**src/rtl/sw_ctrl_pkg.sv**
```systemverilog
// Shared types and default constants for the stopwatch run/pause/lap controller.
//   sw_state_e : controller state, 2-bit encoding visible on SW_STATE
//   key_evt_t  : one-cycle rise/fall events from a conditioned control input
package sw_ctrl_pkg;

  typedef enum logic [1:0] {
    ST_OFF    = 2'b00,
    ST_RUN    = 2'b01,
    ST_PAUSED = 2'b10,
    ST_LAP    = 2'b11
  } sw_state_e;

  typedef struct packed {
    logic rise;
    logic fall;
  } key_evt_t;

  localparam int unsigned TICK_DIV_DEF = 5000;
  localparam int unsigned FAST_DIV_DEF = 50;
  localparam int unsigned DEB_LEN_DEF  = 4;
  localparam int unsigned PRE_W_DEF    = 13;

endpackage

```
**src/rtl/sw_key_cond.sv**
```systemverilog
// Conditions one raw board control: 2-flop synchroniser, debounce counter,
// and registered one-cycle rise/fall events of the debounced level.
//   clk_i, rst_i : clock, asynchronous active-high reset
//   raw_i        : raw asynchronous level
//   evt_o        : rise/fall pulses, DEB_LEN+2 cycles after the raw change
module sw_key_cond
  import sw_ctrl_pkg::*;
#(
  parameter int unsigned DEB_LEN = DEB_LEN_DEF
) (
  input  logic     clk_i,
  input  logic     rst_i,
  input  logic     raw_i,
  output key_evt_t evt_o
);

  localparam int unsigned CNT_W = (DEB_LEN > 1) ? $clog2(DEB_LEN) : 1;

  logic             sync1_q, sync2_q;
  logic             deb_q, deb_d;
  logic             deb_dly_q;
  logic [CNT_W-1:0] cnt_q, cnt_d;
  key_evt_t         evt_q;

  // Debounce: follow the synchronised level once it has disagreed for DEB_LEN cycles in a row.
  always_comb begin
    deb_d = deb_q;
    cnt_d = '0;
    if (sync2_q != deb_q) begin
      if (cnt_q == CNT_W'(DEB_LEN - 1)) begin
        deb_d = sync2_q;
      end else begin
        cnt_d = cnt_q + CNT_W'(1);
      end
    end
  end

  always_ff @(posedge clk_i or posedge rst_i) begin
    if (rst_i) begin
      sync1_q   <= 1'b0;
      sync2_q   <= 1'b0;
      cnt_q     <= '0;
      deb_q     <= 1'b0;
      deb_dly_q <= 1'b0;
      evt_q     <= '0;
    end else begin
      sync1_q    <= raw_i;
      sync2_q    <= sync1_q;
      cnt_q      <= cnt_d;
      deb_q      <= deb_d;
      deb_dly_q  <= deb_q;
      evt_q.rise <= deb_q & ~deb_dly_q;
      evt_q.fall <= ~deb_q & deb_dly_q;
    end
  end

  assign evt_o = evt_q;

endmodule

```
**src/rtl/sw_run_ctrl.sv**
```systemverilog
// Stopwatch run/pause/lap controller: conditions SW2/SW3/KEY3/KEY2, runs the
// OFF/RUN/PAUSED/LAP state machine and the tick prescaler.
//   CLK, RST  : clock, asynchronous active-high reset
//   SW2       : enable switch      SW3  : fast-mode switch
//   KEY3      : start/pause key    KEY2 : lap/clear key
//   SW_ACTIVE : not OFF            SW_RUN    : RUN or LAP
//   SW_TICK   : counter increment  SW_CLR    : counter clear
//   SW_FREEZE : display hold (LAP) SW_STATE  : state encoding
module sw_run_ctrl
  import sw_ctrl_pkg::*;
#(
  parameter int unsigned TICK_DIV = TICK_DIV_DEF,
  parameter int unsigned FAST_DIV = FAST_DIV_DEF,
  parameter int unsigned DEB_LEN  = DEB_LEN_DEF,
  parameter int unsigned PRE_W    = PRE_W_DEF
) (
  input  logic       CLK,
  input  logic       RST,
  input  logic       SW2,
  input  logic       SW3,
  input  logic       KEY3,
  input  logic       KEY2,
  output logic       SW_ACTIVE,
  output logic       SW_RUN,
  output logic       SW_TICK,
  output logic       SW_CLR,
  output logic       SW_FREEZE,
  output logic [1:0] SW_STATE
);

  key_evt_t   sw2_evt, key3_evt, key2_evt;
  logic       sw3_s1_q, sw3_s2_q;
  logic       unused_fall;

  sw_state_e  state_q, state_d;
  logic [PRE_W-1:0] pre_q, pre_d, div;
  logic       tick_q, tick_d;
  logic       clr_q, clr_d;
  logic       active_q, active_d;
  logic       run_q, run_d;
  logic       freeze_q, freeze_d;

  sw_key_cond #(.DEB_LEN(DEB_LEN)) u_sw2 (.clk_i(CLK), .rst_i(RST), .raw_i(SW2),  .evt_o(sw2_evt));
  sw_key_cond #(.DEB_LEN(DEB_LEN)) u_k3  (.clk_i(CLK), .rst_i(RST), .raw_i(KEY3), .evt_o(key3_evt));
  sw_key_cond #(.DEB_LEN(DEB_LEN)) u_k2  (.clk_i(CLK), .rst_i(RST), .raw_i(KEY2), .evt_o(key2_evt));

  // Key releases carry no meaning for the controller.
  assign unused_fall = key3_evt.fall ^ key2_evt.fall;

  assign div = sw3_s2_q ? PRE_W'(FAST_DIV) : PRE_W'(TICK_DIV);

  // Next state, prescaler and output decode.
  always_comb begin
    state_d = state_q;
    pre_d   = pre_q;
    tick_d  = 1'b0;
    clr_d   = 1'b0;

    // Switch-off outranks any key event in the same cycle.
    if (state_q != ST_OFF && sw2_evt.fall) begin
      state_d = ST_OFF;
      clr_d   = 1'b1;
    end else if (state_q == ST_OFF && sw2_evt.rise) begin
      state_d = ST_RUN;
      clr_d   = 1'b1;
    end else begin
      case (state_q)
        ST_RUN: begin
          if (key3_evt.rise)      state_d = ST_PAUSED;
          else if (key2_evt.rise) state_d = ST_LAP;
        end
        ST_PAUSED: begin
          if (key3_evt.rise)      state_d = ST_RUN;
          else if (key2_evt.rise) clr_d   = 1'b1;
        end
        ST_LAP: begin
          if (key3_evt.rise)      state_d = ST_PAUSED;
          else if (key2_evt.rise) state_d = ST_RUN;
        end
        default: ;
      endcase
    end

    // A clear cycle zeroes the prescaler and suppresses any tick.
    if (clr_d) begin
      pre_d = '0;
    end else begin
      case (state_q)
        ST_RUN, ST_LAP: begin
          if (pre_q == div - PRE_W'(1)) begin
            pre_d  = '0;
            tick_d = 1'b1;
          end else if (pre_q >= div) begin
            // Leftover count from the slow divisor after switching to fast mode.
            pre_d = '0;
          end else begin
            pre_d = pre_q + PRE_W'(1);
          end
        end
        ST_PAUSED: pre_d = pre_q;
        default:   pre_d = '0;
      endcase
    end

    active_d = (state_d != ST_OFF);
    run_d    = (state_d == ST_RUN) || (state_d == ST_LAP);
    freeze_d = (state_d == ST_LAP);
  end

  always_ff @(posedge CLK or posedge RST) begin
    if (RST) begin
      sw3_s1_q <= 1'b0;
      sw3_s2_q <= 1'b0;
      state_q  <= ST_OFF;
      pre_q    <= '0;
      tick_q   <= 1'b0;
      clr_q    <= 1'b0;
      active_q <= 1'b0;
      run_q    <= 1'b0;
      freeze_q <= 1'b0;
    end else begin
      sw3_s1_q <= SW3;
      sw3_s2_q <= sw3_s1_q;
      state_q  <= state_d;
      pre_q    <= pre_d;
      tick_q   <= tick_d;
      clr_q    <= clr_d;
      active_q <= active_d;
      run_q    <= run_d;
      freeze_q <= freeze_d;
    end
  end

  assign SW_STATE  = state_q;
  assign SW_ACTIVE = active_q;
  assign SW_RUN    = run_q;
  assign SW_TICK   = tick_q;
  assign SW_CLR    = clr_q;
  assign SW_FREEZE = freeze_q;

endmodule

```
**config.mk**
```make
export PLATFORM = sky130hd
export DESIGN_NAME = sw_run_ctrl
export DESIGN_NICKNAME = d
export VERILOG_FILES = /design/src/rtl/sw_ctrl_pkg.sv /design/src/rtl/sw_key_cond.sv /design/src/rtl/sw_run_ctrl.sv
export SDC_FILE = /design/constraint.sdc
export NUM_CORES = 1
export LEC_CHECK = 0
export CAP_MARGIN = 20
export CORE_MARGIN = 5
export CORE_UTILIZATION = 49
export DETAILED_ROUTE_END_ITERATION = 8
export PLACE_DENSITY = 0.69
export SKIP_CTS_REPAIR_TIMING = 1
export SKIP_LAST_GASP = 1
export SYNTH_ARGS = -nofsm -noshare
export SYNTH_HDL_FRONTEND = slang
export SYNTH_SLANG_ARGS = --single-unit
```
**constraint.sdc**
```tcl
create_clock -name CLK -period 3 [get_ports CLK]
set_input_delay 0.3 -clock CLK [delete_from_list [all_inputs] [get_ports CLK]]
set_output_delay 0.3 -clock CLK [all_outputs]
set_load 0.1 [all_outputs]
```
==> out/metrics.yaml <==
floorplan:
  fp-row-count: 23
  die_w_um: 73.6
  start_util_pct: 49.9
  die_y_um: 73.6
  core_area_um2: 3970
  io-pin-count: 13
  dieArea_um2: 5420
setup_path:
  critPathKind: "register to register"
  r2r_setup_slack_ns: 0.83
  path_max_fanout: 8
  r2r-start: "sw3_s2_q"
  cp.arrival_ns: 2.34
  startpoint_type: "register"
  worstPathRequired_ns: 3.17
  reg2regPathDepth: 7
  setup.worst_path.end_class: "register"
  timing.rr.end: "pre_q[10]"
clock_network:
  clkTransAtPathRegs_ns: 0.08
  cts_tree: "done"
  max-clock-path-buffers: 2
  htree_levels: 2
  cts_root_buffer: "clkbuf_8"
  insertion_delay_ns: 0.29
  cts.sinks: 43
  cts_buffers: 5
power_and_ir_drop:
  vdd_ir_drop_max_v: 0.000388
  seqPwrFrac_pct: 43.3
  p_sw_uw: 812
  power_density_nw_per_um2: 879
  p_int_mw: 1.14
  switching_share_pct: 41.6
  clkPwrFrac_pct: 18.2
  pwr-share-comb_pct: 38.6
  p_leak_nw: 0.954
logic_synthesis:
  avgSynthCellArea_um2: 11.7
  syn_inst: 170
  yosysSeqAreaShare_pct: 54.3
  synth_area_um2: 1980
  synth_cell_type_count: 38
  syn_nets: 188
  yosys_warnings: 0
  ys_ff_latch: 43
sta:
  fin_tns_setup_ns: 0
  timing.final.crit_share_pct: 72.4
  post-route-min-period_ns: 2.17
  maxSlewHeadroom_pct: 35.1
  timing.hold.ws_ns: 0.354
  fmax_mhz: 460
  setup_violations: 0
  fin_ws_ns: 0.827
  slew_viol_final: 0
  tightest_slew_ns: 0.971
  clock-skew-final_ns: 0.00600
  finalHoldViolations: 0
  rsz0062_at_grt: "false"
detailed_routing:
  vias_per_cell: 5.40
  drt-pass1-iter-count: 4
  ant_nets: 0
  route.detailed.wl_per_inst_um: 14.0
  routed-via-count: 1285
  routed_wl_um: 3330
  route.detailed.drc: 0
  drtIter0Drc: 73
layout:
  fin_util_pct: 55.9
  drive_gt1_share_pct: 12.8
  nets: 205
  antenna_cells: 0
  design_area_um2: 2220
  area_delta_synth_final_pct: 12.1
global_route:
  antenna_found_initial: 0
  grt_pass1_vias: 1307
  grt_pass1_wl_um: 5770
  grt_max_degree: 28
  grt.total_usage_pct: 14.1
  grt-ovfl-total: 0
placement:
  hpwl_um: 2490
  pre_cts_ws_ns: 0.839
  portBuffers: 12
  placed_cell_area_um2: 2130
  place.gp.congestion: 0.752
flow_run:
  cap_violations: 0
worst_hold_path:
  hold_path_depth: 0
  hold_end: "u_k3.sync2_q"
  hold_path.class: "register to register"
  min-delay-start: "u_k3.sync1_q"
run_status:
  status: "completed"
-- registers in the layout, summed over array words and instances (netlist names), 2 cells and up --
name	cells
pre_q	13
u_k2.cnt_q	2
u_sw2.evt_o	2
u_sw2.cnt_q	2
u_k3.cnt_q	2
-- synth_stat cells (all sizes together) --
cell type,count,area [µm²]
a211oi,1,7.51
a21oi,2,13.8
a31oi,5,31.3
a32o,1,10.0
and2,1,6.26
and3,1,6.26
buf,3,30.0
dfrtp,43,1080
ha,12,150
inv,13,48.8
mux2,3,33.8
nand2,10,40.0
nand2b,4,25.0
nand3,3,15.0
nand4,3,18.8
nand4b,1,8.76
nand4bb,1,11.3
nor2,13,48.8
nor2b,7,43.8
nor3,6,30.0
nor3b,1,7.51
nor4,4,55.1
nor4b,3,32.5
o21ai,6,30.0
o22ai,5,31.3
o31a,1,8.76
o32a,1,11.3
o41ai,1,27.5
or2,1,6.26
or2b,1,7.51
or3,2,12.5
xnor2,10,87.6
xor2,1,8.76
-- cell usage in the layout (no fill, tap or decap), types with 2 or more instances in the layout --
master           netlist  final
nor2_1                13     13
nand3_1                3      3
nand4_1                3      3
or3_1                  2      2
nor4_4                 2      2
nor4b_1                2      2
inv_1                 13     13
nor3_1                 6      6
clkdlybuf4s50_1        0      8
ha_1                  12     12
o22ai_1                5      5
o21ai_0                6      6
buf_4                  1      5
nand2b_1               4      4
a31oi_1                5      5
nor2b_1                7      7
nand2_1                9      9
clkinvlp_4             0      2
nor4_1                 2      2
xnor2_1               10     10
dfrtp_1               43     43
mux2_2                 3      3
clkbuf_8               0      5
-- layer usage --
metal  global-route usage [%]  wire length (µm)  up-vias
met5                        0                 0        -
met4                     6.44                51        0
met3                     4.92               138        7
met2                     22.6              1650       22
met1                     16.9              1490      625
li1                         -                 -      631
-- worst max-delay path, cell delays in order, from the launching register on --
cell,delay (ns)
dfrtp_1,0.53
inv_1,0.11
ha_1,0.30
nand4b_1,0.14
nor3_1,0.31
o41ai_4,0.21
a21oi_2,0.35
nor2_1,0.10
-- logic make-up (layout without fill, tap and decap cells) --
family,count (synthesis),after routing,share of synthesized area (%)
compound gates,23,23,8.65
flops,43,43,54.3
mux,3,3,1.70
buf+inv,16,34,3.98
xor+xnor,11,11,4.86
fa+ha+maj,12,12,7.58
simple gates,62,62,18.9
-- power groups by stage --
stage	Sequential (mW)	Combinational, mW	Clock (mW)
2_1_floorplan	1.03	0.435	0
3_3_place_gp	0.847	0.735	0
3_5_place_dp	0.860	0.758	0
4_1_cts	0.848	0.761	0.369
5_1_grt	0.868	0.820	0.399
6_report	0.845	0.753	0.354
-- area by class of cell --
type | instances | area, µm²
clock buffer | 5 | 68.8
clock inverter | 3 | 20.0
fill | 333 | 1750
inverter | 13 | 48.8
multi-input combinational | 111 | 827
sequential | 43 | 1080
tap | 50 | 62.6
timing repair buffer | 13 | 118
-- through the flow --
step	total power, mW	cells
after floorplan	1.47	170
after global placement	1.58	230
after detailed placement	1.62	230
after CTS	1.98	238
after global routing	2.09	238
final	1.95	238
-- worst max-delay path by stage --
stage,endpoint,start
after CTS,pre_q[9],sw3_s2_q
final,pre_q[10],sw3_s2_q
after detailed placement,pre_q[9],sw3_s2_q
after global placement,pre_q[11],sw3_s2_q
after global routing,pre_q[11],sw3_s2_q
after floorplan,pre_q[12],SW_RUN
(Power assumes the default switching activity.)
